$ cat config.mk
export PLATFORM = sky130hd
export DESIGN_NAME = multicycle_control_flat
export DESIGN_NICKNAME = d
export VERILOG_FILES = /design/src/rtl/multicycle_control_pkg.sv /design/src/rtl/multicycle_control_if.sv /design/src/rtl/multicycle_control_decode.sv /design/src/rtl/multicycle_control.sv /design/src/flat_wrapper.sv
export SDC_FILE = /design/constraint.sdc
export NUM_CORES = 1
export LEC_CHECK = 0
export ABC_AREA = 1
export ABC_CLOCK_PERIOD_IN_PS = 1700
export CORE_AREA = 4 4 57 59
export CTS_BUF_LIST = sky130_fd_sc_hd__clkbuf_2 sky130_fd_sc_hd__clkbuf_4 sky130_fd_sc_hd__clkbuf_8
export DETAILED_ROUTE_END_ITERATION = 16
export DIE_AREA = 0 0 61 63
export GPL_TIMING_DRIVEN = 0
export HOLD_SLACK_MARGIN = 0.08
export PLACE_DENSITY = 0.74
export SLEW_MARGIN = 10
export SYNTH_ARGS = -nofsm -noshare
export SYNTH_HDL_FRONTEND = slang
export SYNTH_SLANG_ARGS = --single-unit
$ cat constraint.sdc
create_clock -name clk -period 1.7 [get_ports clk]
set_input_delay 0.255 -clock clk [delete_from_list [all_inputs] [get_ports clk]]
set_output_delay 0.255 -clock clk [all_outputs]
set_load 0.02 [all_outputs]
$ cat src/rtl/multicycle_control_pkg.sv
// Shared encodings for the multi-cycle RV32I main control unit: opcodes,
// FSM states, instruction classes, datapath select codes and fault codes.
package control_pkg;

  localparam logic [6:0] OP_R      = 7'b0110011;
  localparam logic [6:0] OP_I      = 7'b0010011;
  localparam logic [6:0] OP_LOAD   = 7'b0000011;
  localparam logic [6:0] OP_STORE  = 7'b0100011;
  localparam logic [6:0] OP_BRANCH = 7'b1100011;
  localparam logic [6:0] OP_JAL    = 7'b1101111;

  typedef enum logic [3:0] {
    S_IDLE, S_FETCH, S_DECODE, S_EXEC_R, S_EXEC_I, S_MEM_ADDR, S_MEM_RD,
    S_MEM_WR, S_WB_ALU, S_WB_MEM, S_BRANCH, S_JAL, S_FAULT
  } state_t;

  typedef enum logic [2:0] {
    CLS_R, CLS_I, CLS_LOAD, CLS_STORE, CLS_BRANCH, CLS_JAL, CLS_ILLEGAL
  } instr_class_t;

  localparam logic [1:0] ALU_ADD    = 2'b00;
  localparam logic [1:0] ALU_SUB    = 2'b01;
  localparam logic [1:0] ALU_RFUNCT = 2'b10;
  localparam logic [1:0] ALU_IFUNCT = 2'b11;

  localparam logic [1:0] SRC_A_PC     = 2'b00;
  localparam logic [1:0] SRC_A_RS1    = 2'b01;
  localparam logic [1:0] SRC_A_OLD_PC = 2'b10;

  localparam logic [1:0] SRC_B_RS2  = 2'b00;
  localparam logic [1:0] SRC_B_FOUR = 2'b01;
  localparam logic [1:0] SRC_B_IMM  = 2'b10;

  localparam logic [1:0] PC_SRC_ALU     = 2'b00;
  localparam logic [1:0] PC_SRC_ALU_OUT = 2'b01;
  localparam logic [1:0] PC_SRC_JUMP    = 2'b10;

  localparam logic [1:0] FAULT_NONE    = 2'b00;
  localparam logic [1:0] FAULT_ILLEGAL = 2'b01;
  localparam logic [1:0] FAULT_TIMEOUT = 2'b10;

  typedef struct packed {
    logic       pc_write;
    logic       pc_write_cond;
    logic       ir_write;
    logic       i_or_d;
    logic       mem_read;
    logic       mem_write;
    logic       mem_to_reg;
    logic       reg_write;
    logic [1:0] alu_src_a;
    logic [1:0] alu_src_b;
    logic [1:0] alu_op;
    logic [1:0] pc_source;
  } ctrl_t;

  // Per-state datapath controls. The FETCH ir_write/pc_write pulse depends on
  // memory ready and is added outside this table.
  function automatic ctrl_t state_ctrl(state_t s);
    ctrl_t c;
    c = '0;
    case (s)
      S_FETCH: begin
        c.mem_read  = 1'b1;
        c.alu_src_a = SRC_A_PC;
        c.alu_src_b = SRC_B_FOUR;
        c.alu_op    = ALU_ADD;
        c.pc_source = PC_SRC_ALU;
      end
      S_DECODE: begin
        c.alu_src_a = SRC_A_OLD_PC;
        c.alu_src_b = SRC_B_IMM;
      end
      S_EXEC_R: begin
        c.alu_src_a = SRC_A_RS1;
        c.alu_src_b = SRC_B_RS2;
        c.alu_op    = ALU_RFUNCT;
      end
      S_EXEC_I: begin
        c.alu_src_b = SRC_B_IMM;
        c.alu_op    = ALU_IFUNCT;
      end
      S_MEM_ADDR: begin
        c.alu_src_a = SRC_A_RS1;
        c.alu_src_b = SRC_B_IMM;
      end
      S_MEM_RD: begin
        c.i_or_d   = 1'b1;
        c.mem_read = 1'b1;
      end
      S_MEM_WR: begin
        c.i_or_d    = 1'b1;
        c.mem_write = 1'b1;
      end
      S_WB_ALU: c.reg_write = 1'b1;
      S_WB_MEM: begin
        c.reg_write  = 1'b1;
        c.mem_to_reg = 1'b1;
      end
      S_BRANCH: begin
        c.alu_src_a     = SRC_A_RS1;
        c.alu_src_b     = SRC_B_RS2;
        c.alu_op        = ALU_SUB;
        c.pc_write_cond = 1'b1;
        c.pc_source     = PC_SRC_ALU_OUT;
      end
      // rd receives old PC + 4 while the PC takes the jump target.
      S_JAL: begin
        c.pc_write  = 1'b1;
        c.pc_source = PC_SRC_JUMP;
        c.reg_write = 1'b1;
        c.alu_src_a = SRC_A_OLD_PC;
        c.alu_src_b = SRC_B_FOUR;
      end
      default: ;
    endcase
    return c;
  endfunction

endpackage

$ cat src/rtl/multicycle_control_if.sv
// Control-unit <-> datapath bundle: instruction opcode and memory ready in,
// datapath enables/selects and fault report out.
interface multicycle_control_if;
  logic [6:0] op_code;
  logic       mem_ready;
  logic       pc_write;
  logic       pc_write_cond;
  logic       ir_write;
  logic       i_or_d;
  logic       mem_read;
  logic       mem_write;
  logic       mem_to_reg;
  logic       reg_write;
  logic [1:0] alu_src_a;
  logic [1:0] alu_src_b;
  logic [1:0] alu_op;
  logic [1:0] pc_source;
  logic       fault;
  logic [1:0] fault_code;

  modport master (
    input  op_code, mem_ready,
    output pc_write, pc_write_cond, ir_write, i_or_d, mem_read, mem_write,
           mem_to_reg, reg_write, alu_src_a, alu_src_b, alu_op, pc_source,
           fault, fault_code
  );

  modport slave (
    output op_code, mem_ready,
    input  pc_write, pc_write_cond, ir_write, i_or_d, mem_read, mem_write,
           mem_to_reg, reg_write, alu_src_a, alu_src_b, alu_op, pc_source,
           fault, fault_code
  );
endinterface

$ cat src/rtl/multicycle_control_decode.sv
// Combinational opcode -> instruction class map; JAL is illegal when not supported.
module opcode_class_decode
  import control_pkg::*;
#(
  parameter bit SUPPORT_JAL = 1'b1
) (
  input  logic [6:0]   op_code,
  output instr_class_t op_class
);

  always_comb begin
    op_class = CLS_ILLEGAL;
    case (op_code)
      OP_R:      op_class = CLS_R;
      OP_I:      op_class = CLS_I;
      OP_LOAD:   op_class = CLS_LOAD;
      OP_STORE:  op_class = CLS_STORE;
      OP_BRANCH: op_class = CLS_BRANCH;
      OP_JAL:    op_class = SUPPORT_JAL ? CLS_JAL : CLS_ILLEGAL;
      default:   op_class = CLS_ILLEGAL;
    endcase
  end

endmodule

$ cat src/rtl/multicycle_control.sv
// Multi-cycle RV32I main control FSM: 3-5 cycles per instruction plus one per stall
// cycle; memory accesses hold on mem_ready low and fault after MAX_WAIT stalls.
module multicycle_control
  import control_pkg::*;
#(
  parameter bit          MEM_WAIT_EN = 1'b1,
  parameter int unsigned MAX_WAIT    = 15,
  parameter bit          SUPPORT_JAL = 1'b1
) (
  input  logic                 clk,
  input  logic                 rst_n,
  multicycle_control_if.master ctl
);

  localparam int CNT_W = (MAX_WAIT < 1) ? 1 : $clog2(MAX_WAIT + 1);
  // Counter value on the last tolerated stall cycle.
  localparam logic [CNT_W-1:0] CNT_LAST = CNT_W'(MAX_WAIT - 1);

  state_t             state;
  state_t             nxt;
  ctrl_t              ctrl_q;
  logic [CNT_W-1:0]   wait_cnt;
  logic               is_store_q;
  logic               fault_q;
  logic [1:0]         fault_code_q;
  instr_class_t       op_class;
  logic               ready_eff;
  logic               mem_state;
  logic               timeout;
  logic               fetch_go;

  opcode_class_decode #(.SUPPORT_JAL(SUPPORT_JAL)) u_decode (
    .op_code  (ctl.op_code),
    .op_class (op_class)
  );

  assign ready_eff = MEM_WAIT_EN ? ctl.mem_ready : 1'b1;
  assign mem_state = (state == S_FETCH) || (state == S_MEM_RD) || (state == S_MEM_WR);
  // Ready has priority: a completing access on the last allowed cycle is not a timeout.
  assign timeout   = mem_state && !ready_eff && (wait_cnt == CNT_LAST);
  assign fetch_go  = (state == S_FETCH) && ready_eff;

  always_comb begin
    nxt = state;
    case (state)
      S_IDLE:   nxt = S_FETCH;
      S_FETCH:  nxt = ready_eff ? S_DECODE : (timeout ? S_FAULT : S_FETCH);
      S_DECODE: begin
        case (op_class)
          CLS_R:                nxt = S_EXEC_R;
          CLS_I:                nxt = S_EXEC_I;
          CLS_LOAD, CLS_STORE:  nxt = S_MEM_ADDR;
          CLS_BRANCH:           nxt = S_BRANCH;
          CLS_JAL:              nxt = S_JAL;
          default:              nxt = S_FAULT;
        endcase
      end
      S_EXEC_R, S_EXEC_I: nxt = S_WB_ALU;
      S_MEM_ADDR: nxt = is_store_q ? S_MEM_WR : S_MEM_RD;
      S_MEM_RD:   nxt = ready_eff ? S_WB_MEM : (timeout ? S_FAULT : S_MEM_RD);
      S_MEM_WR:   nxt = ready_eff ? S_FETCH : (timeout ? S_FAULT : S_MEM_WR);
      S_WB_ALU, S_WB_MEM, S_BRANCH, S_JAL: nxt = S_FETCH;
      S_FAULT:    nxt = S_FAULT;
      default:    nxt = S_IDLE;
    endcase
  end

  always_ff @(posedge clk) begin
    if (!rst_n) begin
      state        <= S_IDLE;
      ctrl_q       <= '0;
      wait_cnt     <= '0;
      is_store_q   <= 1'b0;
      fault_q      <= 1'b0;
      fault_code_q <= FAULT_NONE;
    end else begin
      state  <= nxt;
      ctrl_q <= state_ctrl(nxt);
      if (nxt != state) begin
        wait_cnt <= '0;
      end else if (mem_state && !ready_eff) begin
        wait_cnt <= wait_cnt + CNT_W'(1);
      end
      if (state == S_DECODE) begin
        is_store_q <= (op_class == CLS_STORE);
      end
      // Only DECODE can fault on opcode; every other fault entry is a stall timeout.
      if (nxt == S_FAULT && state != S_FAULT) begin
        fault_q      <= 1'b1;
        fault_code_q <= (state == S_DECODE) ? FAULT_ILLEGAL : FAULT_TIMEOUT;
      end
    end
  end

  assign ctl.pc_write      = ctrl_q.pc_write | fetch_go;
  assign ctl.pc_write_cond = ctrl_q.pc_write_cond;
  assign ctl.ir_write      = fetch_go;
  assign ctl.i_or_d        = ctrl_q.i_or_d;
  assign ctl.mem_read      = ctrl_q.mem_read;
  assign ctl.mem_write     = ctrl_q.mem_write;
  assign ctl.mem_to_reg    = ctrl_q.mem_to_reg;
  assign ctl.reg_write     = ctrl_q.reg_write;
  assign ctl.alu_src_a     = ctrl_q.alu_src_a;
  assign ctl.alu_src_b     = ctrl_q.alu_src_b;
  assign ctl.alu_op        = ctrl_q.alu_op;
  assign ctl.pc_source     = ctrl_q.pc_source;
  assign ctl.fault         = fault_q;
  assign ctl.fault_code    = fault_code_q;

endmodule

$ cat src/flat_wrapper.sv
// flat-port wrapper written by rule: the top's interface ports become plain ports
module multicycle_control_flat import control_pkg::*;
#(
  parameter bit          MEM_WAIT_EN = 1'b1,
  parameter int unsigned MAX_WAIT    = 15,
  parameter bit          SUPPORT_JAL = 1'b1
)
  (clk, rst_n, ctl_op_code, ctl_mem_ready, ctl_pc_write, ctl_pc_write_cond, ctl_ir_write, ctl_i_or_d, ctl_mem_read, ctl_mem_write, ctl_mem_to_reg, ctl_reg_write, ctl_alu_src_a, ctl_alu_src_b, ctl_alu_op, ctl_pc_source, ctl_fault, ctl_fault_code);
  multicycle_control_if ctl_i ();
  input  logic clk;
  input  logic rst_n;
  input wire logic [$bits(ctl_i.op_code)-1:0] ctl_op_code;
  input wire logic [$bits(ctl_i.mem_ready)-1:0] ctl_mem_ready;
  output wire logic [$bits(ctl_i.pc_write)-1:0] ctl_pc_write;
  output wire logic [$bits(ctl_i.pc_write_cond)-1:0] ctl_pc_write_cond;
  output wire logic [$bits(ctl_i.ir_write)-1:0] ctl_ir_write;
  output wire logic [$bits(ctl_i.i_or_d)-1:0] ctl_i_or_d;
  output wire logic [$bits(ctl_i.mem_read)-1:0] ctl_mem_read;
  output wire logic [$bits(ctl_i.mem_write)-1:0] ctl_mem_write;
  output wire logic [$bits(ctl_i.mem_to_reg)-1:0] ctl_mem_to_reg;
  output wire logic [$bits(ctl_i.reg_write)-1:0] ctl_reg_write;
  output wire logic [$bits(ctl_i.alu_src_a)-1:0] ctl_alu_src_a;
  output wire logic [$bits(ctl_i.alu_src_b)-1:0] ctl_alu_src_b;
  output wire logic [$bits(ctl_i.alu_op)-1:0] ctl_alu_op;
  output wire logic [$bits(ctl_i.pc_source)-1:0] ctl_pc_source;
  output wire logic [$bits(ctl_i.fault)-1:0] ctl_fault;
  output wire logic [$bits(ctl_i.fault_code)-1:0] ctl_fault_code;
  assign ctl_i.op_code = ctl_op_code;
  assign ctl_i.mem_ready = ctl_mem_ready;
  assign ctl_pc_write = ctl_i.pc_write;
  assign ctl_pc_write_cond = ctl_i.pc_write_cond;
  assign ctl_ir_write = ctl_i.ir_write;
  assign ctl_i_or_d = ctl_i.i_or_d;
  assign ctl_mem_read = ctl_i.mem_read;
  assign ctl_mem_write = ctl_i.mem_write;
  assign ctl_mem_to_reg = ctl_i.mem_to_reg;
  assign ctl_reg_write = ctl_i.reg_write;
  assign ctl_alu_src_a = ctl_i.alu_src_a;
  assign ctl_alu_src_b = ctl_i.alu_src_b;
  assign ctl_alu_op = ctl_i.alu_op;
  assign ctl_pc_source = ctl_i.pc_source;
  assign ctl_fault = ctl_i.fault;
  assign ctl_fault_code = ctl_i.fault_code;
  multicycle_control #(.MEM_WAIT_EN(MEM_WAIT_EN), .MAX_WAIT(MAX_WAIT), .SUPPORT_JAL(SUPPORT_JAL)) u_core (.clk(clk), .rst_n(rst_n), .ctl(ctl_i));
endmodule
== Word level (Yosys, flattened, before mapping) ==
Index checks and enable logic that the tools add are counted.

* Add/sub/neg operators: 1
* Equality and inequality tests: 38
* Mux-type cells: 22
* Bitwise gates (word level): 2
* Reductions and logical operators: 20

{| class="wikitable"
|+ Operators with widths
! kind !! number
|-
| 4-bit == test, second input constant || 11
|-
| 4-bit by 3-bit == test with 1-bit output, second input constant || 8
|-
| 4-bit one-hot mux with 8 select lines || 1
|-
| 4-bit two-way mux || 6
|-
| 4-bit one-hot mux with 5 select lines || 1
|-
| 3-bit one-hot mux with 6 select lines || 1
|-
| 4-bit by 2-bit == test with 1-bit output, second input constant || 4
|-
| 7-bit by 6-bit == test with 1-bit output, second input constant || 2
|-
| 7-bit == test, second input constant || 2
|-
| 2-bit OR reduction || 7
|-
| 2-bit one-hot mux with 2 select lines || 3
|-
| 3-bit OR reduction || 3
|-
| 4-bit by 1-bit == test with 1-bit output, second input constant || 2
|-
| 1-bit two-way mux || 8
|-
| 7-bit by 2-bit == test with 1-bit output, second input constant || 1
|-
| 7-bit by 5-bit == test with 1-bit output, second input constant || 1
|-
| 3-bit by 2-bit == test with 1-bit output, second input constant || 2
|-
| 3-bit == test, second input constant || 2
|-
| 2-bit one-hot mux with 3 select lines || 1
|-
| 5-bit OR reduction || 1
|-
| 4-bit by 1-bit adder with 4-bit output, second input constant || 1
|-
| 1-bit logical AND || 4
|-
| 4-bit logical NOT || 1
|-
| 4-bit inequality test || 1
|-
| other kinds (8) || 9
|}

* Register bits after elaboration: 27
* Bits of input ports: 10
* Output and inout port bits: 19
* Word-level logic and storage cells: 99

== Logic depth before layout (Yosys ltp) ==
* Depth after elaboration: 11
* Mapped depth: 14
* Depth with buffers taken out: 14

== Hierarchy ==
From an unflattened synthesis, not the netlist that was laid out.

* Cells, all modules: 208
* Area, all modules: 1453.9 um^2

{| class="wikitable"
|+ By module, submodules not included
! module !! times used !! cells each !! area each (um^2) !! seq. area each (um^2)
|-
| multicycle_control || 1 || 181 || 1332.5 || 520.5
|-
| opcode_class_decode || 1 || 27 || 121.4 || 0.0
|}

== Least setup slack after synthesis ==
No wires, ideal clock.

* Path type: register to register
* From: register u_core.wait_cnt[0]
* To: register u_core.wait_cnt[0]
* Setup time: 64 ps
* Arrival time: 1490 ps
* Required time: 1636 ps
* Slack: 146 ps
* Cell stages (with the launch flop): 13
* Buffers on the path: 0
* Cells stage by stage: dfxtp_1 inv_1 ha_1 nand2_1 nor2_1 nor2_1 nor2_2 nand3_4 nand2_1 nand2_1 nor2_1 nand2_1 nor2_1

* Word-level cells in the longest chain between the ends: 7
* Elaborated cells on any way between the ends: 12

{| class="wikitable"
|+ Ends and longest elaborated chain
! item !! RTL line !! RTL
|-
| start, declared || multicycle_control.sv:22 || <nowiki>logic [CNT_W-1:0] wait_cnt;</nowiki>
|-
| start signal, assigned || multicycle_control.sv:82 || <nowiki>wait_cnt <= wait_cnt + CNT_W'(1);</nowiki>
|-
| 4-bit == test || multicycle_control.sv:40 || <nowiki>assign timeout = mem_state && !ready_eff && (wait_cnt == CNT_LAST);</nowiki>
|-
| 1-bit logical AND || multicycle_control.sv:40 ||
|-
| 4-bit two-way mux (on tied branches) (2 in a row) || multicycle_control.sv:61, multicycle_control.sv:47, multicycle_control.sv:60 ||
|-
| 4-bit one-hot mux with 8 select lines || multicycle_control.sv:45 || <nowiki>case (state)</nowiki>
|-
| 4-bit inequality test || multicycle_control.sv:79 || <nowiki>if (nxt != state) begin</nowiki>
|-
| 2-bit OR reduction (no source line) || -- ||
|}

Several ways; a longest one is shown, not always the timed one.
A chain may end at the register's enable or synchronous reset.

== Worst setup path after layout ==
* From: register u_core.wait_cnt[0]
* To: register u_core.wait_cnt[3]

Same word-level chain as after synthesis.

==> impl_metrics.py <==
metrics = {
    "status": {
        "status": "complete, no violations",
    },
    "placed_design": {
        "gp_congestion": 0.820,
        "place_area_mm2": 0.00164,
        "pre_cts_ws_ps": -321,
        "io_buffers": 27,
        "dp_hpwl_um": 2560,
    },
    "yosys": {
        "ys_async_sr_fraction": 0,
        "syn_nets": 204,
        "synth.most_common_cell": "nand2_1",
        "synth-seq-area-share": 0.376,
        "syn_area_per_cell_um2": 6.94,
        "synth_area_mm2": 0.00133,
        "ys_ff_latch": 25,
        "synth_top_area_frac": 0.376,
        "yosys-top-cells-area": "dfxtp_1, nand2_1, nor2_1",
        "synthCells": 192,
        "ys.flop_type": "dfxtp_1",
        "ys_types": 29,
        "yosys_warnings": 0,
        "synth-edff-count": 0,
        "synth_common_cells": "nand2_1, dfxtp_1, nor2_1",
        "synth_largest_area_cell": "dfxtp_1",
    },
    "clocking": {
        "hold_buffers": 0,
        "cts_max_path_buffers": 2,
        "cts.sinks": 25,
        "clk_pin_slew_ps": 150,
        "cts_tree": "yes",
        "cts_root_buf": "clkbuf_4",
        "cts_buffers": 3,
        "clock_latency_ps": 330,
        "htreeDepth": 1,
    },
    "power": {
        "p_leak_nw": 0.901,
        "p_switching_mw": 0.483,
        "p_seq_frac": 0.464,
        "p_int_mw": 0.898,
        "switching_share": 0.350,
        "ir_drop_v": 0.000665,
        "power_mw": 1.38,
        "power.share.clock": 0.206,
        "power.density_mw_per_mm2": 706,
        "power_frac_comb": 0.331,
    },
    "floorplan": {
        "die_h_um": 63,
        "coreArea_mm2": 0.00271,
        "io-pin-count": 29,
        "start_util": 0.492,
        "row_count": 19,
        "dieWidth_um": 61,
        "dieArea_mm2": 0.00384,
    },
    "sta": {
        "relSlewSlack": 0.708,
        "finalHoldViolCount": 0,
        "period_minus_slack_ps": 1680,
        "setup-violations-final": 0,
        "final.setup.worst_slack_ps": 18.9,
        "fin_skew_ps": 3.95,
        "whs_ps": 320,
        "worst_pin_slew_ps": 437,
        "finalCritPeriodShare": 0.989,
        "drv_slew": 0,
        "setup_tns_ps": 0,
        "rsz0062_at_grt": "yes",
        "max_freq_ghz": 0.595,
    },
    "finish": {
        "reg.largest.list": "u_core.state: 4 flops, u_core.wait_cnt: 4 flops",
        "fin_area_mm2": 0.00196,
        "diodes": 0,
        "fin_nets": 245,
        "drive_gt1_frac": 0.345,
        "area_delta_synth_final_pct": 46.9,
    },
    "critical_path": {
        "path_class": "reg2reg",
        "reg2reg_depth": 12,
        "critPathRequiredTime_ps": 1980,
        "r2r_slack_ps": 20,
        "startpoint_type": "register",
        "slowest_delay_ps": 360,
        "crit_path_max_fanout": 5,
        "path_cells": "inv_2 > ha_4 > nand2_4 > nor2_4 > nand2_4 > nand2_4 > nand3_4 > nand2_1 > nand2_1 > nor2_2 > nand2_2 > nor2_1",
        "setup.worst_path.end_class": "register",
        "worstPathArrival_ps": 1960,
        "cp-endpoint": "u_core.wait_cnt[3]",
        "r2r_end": "u_core.wait_cnt[3]",
        "crit_slowest_cell": "dfxtp_2",
        "setup.worst_path.start": "u_core.wait_cnt[0]",
        "r2r_start": "u_core.wait_cnt[0]",
        "crit_top_cell": "nand2_4",
    },
    "drt": {
        "vias": 1344,
        "wl_um": 3490,
        "drtAntennaViolNets": 0,
        "vias_per_cell": 5.11,
        "drc_errors": 0,
        "dr.pass1.iters": 4,
        "wl_per_cell_um": 13.3,
        "dr.first_iter.drc_count": 60,
    },
    "flow_run": {
        "cap_viol_max_count": 0,
    },
    "hold_path": {
        "hold_path_class": "in2reg",
    },
    "global_routing": {
        "grt_start_max_net_pins": 16,
        "grt_pass1_vias": 1295,
        "antenna_found_initial": 0,
        "grt_pass1_wl_um": 5690,
        "grt.overflow.total": 0,
        "grt_util_all_layers": 0.196,
    },
}
==> routing by layer <==
metal  GRT usage  part of all wire  up-vias
li1            -                 -      687
met1       0.255              0.42      617
met2       0.302              0.51       30
met3      0.0289             0.035       10
met4       0.103             0.030        0
met5           0                 0        -
==> kinds of logic (layout without fill, tap and decap cells) <==
logic type,Yosys count,after routing,synth area share
simple gates,120,120,0.439
buf+inv,32,72,0.0958
xor+xnor,3,3,0.0197
flops,25,25,0.376
fa+ha+maj,2,2,0.0188
compound gates,10,10,0.0507
==> worst max-delay path, delay by kind of cell, from the launching register on <==
family	cells	cell delay (ps)
adders and majority gates	1	140
and+or+nand+nor	10	1050
buffers and inverters	1	80
DFF	1	360
==> metrics by stage <==
step           utilization  cells
2_1_floorplan            -    192
3_3_place_gp         0.606    250
3_5_place_dp         0.606    250
4_1_cts              0.639    258
5_1_grt              0.722    263
6_report             0.722    263
==> power groups by stage <==
stage	logic, mW	clock network (mW)	registers, mW
5_1_grt	0.496	0.319	0.645
2_1_floorplan	0.206	0	0.672
3_5_place_dp	0.348	0	0.650
3_3_place_gp	0.342	0	0.648
6_report	0.457	0.284	0.640
4_1_cts	0.382	0.285	0.639
==> placed cells by master (no fill, tap or decap), drive strengths merged, types with 4 or more instances in the layout <==
cell type	n
clkdlybuf4s50	25
nor2	31
a21oi	6
nor3	4
nand2	58
buf	13
dfxtp	25
nand3	16
clkbuf	4
inv	28
nand4	8
==> timing repair <==
action                     4_1_cts  5_1_grt
setup buffers                    4        6
pin swaps                        7       19
setup endpoints to repair       19       19
resized for setup               24       49
==> layout make-up <==
class                   instances  area [µm²]
clock buffers                   3        22.5
fillers                       230         753
well taps                      31        38.8
repair buffers                 36         338
inverters                      29         114
multi-input cells             135         896
clock inverters                 1        7.51
plain buffers                   3        22.5
flip-flops and latches         25         518
==> worst min-delay path by stage <==
stage                startpoint                 to  slack, ps  depth (start not counted)
2_1_floorplan    ctl_op_code[5]  u_core.is_store_q        420                          2
3_3_place_gp   u_core.ctl.fault   u_core.ctl.fault        440                          2
3_5_place_dp   u_core.ctl.fault   u_core.ctl.fault        450                          2
4_1_cts                   rst_n    u_core.state[2]        310                          3
5_1_grt                   rst_n    u_core.state[2]        360                          3
6_report                  rst_n    u_core.state[2]        320                          3
No activity file was read; power rests on OpenSTA's default activity.
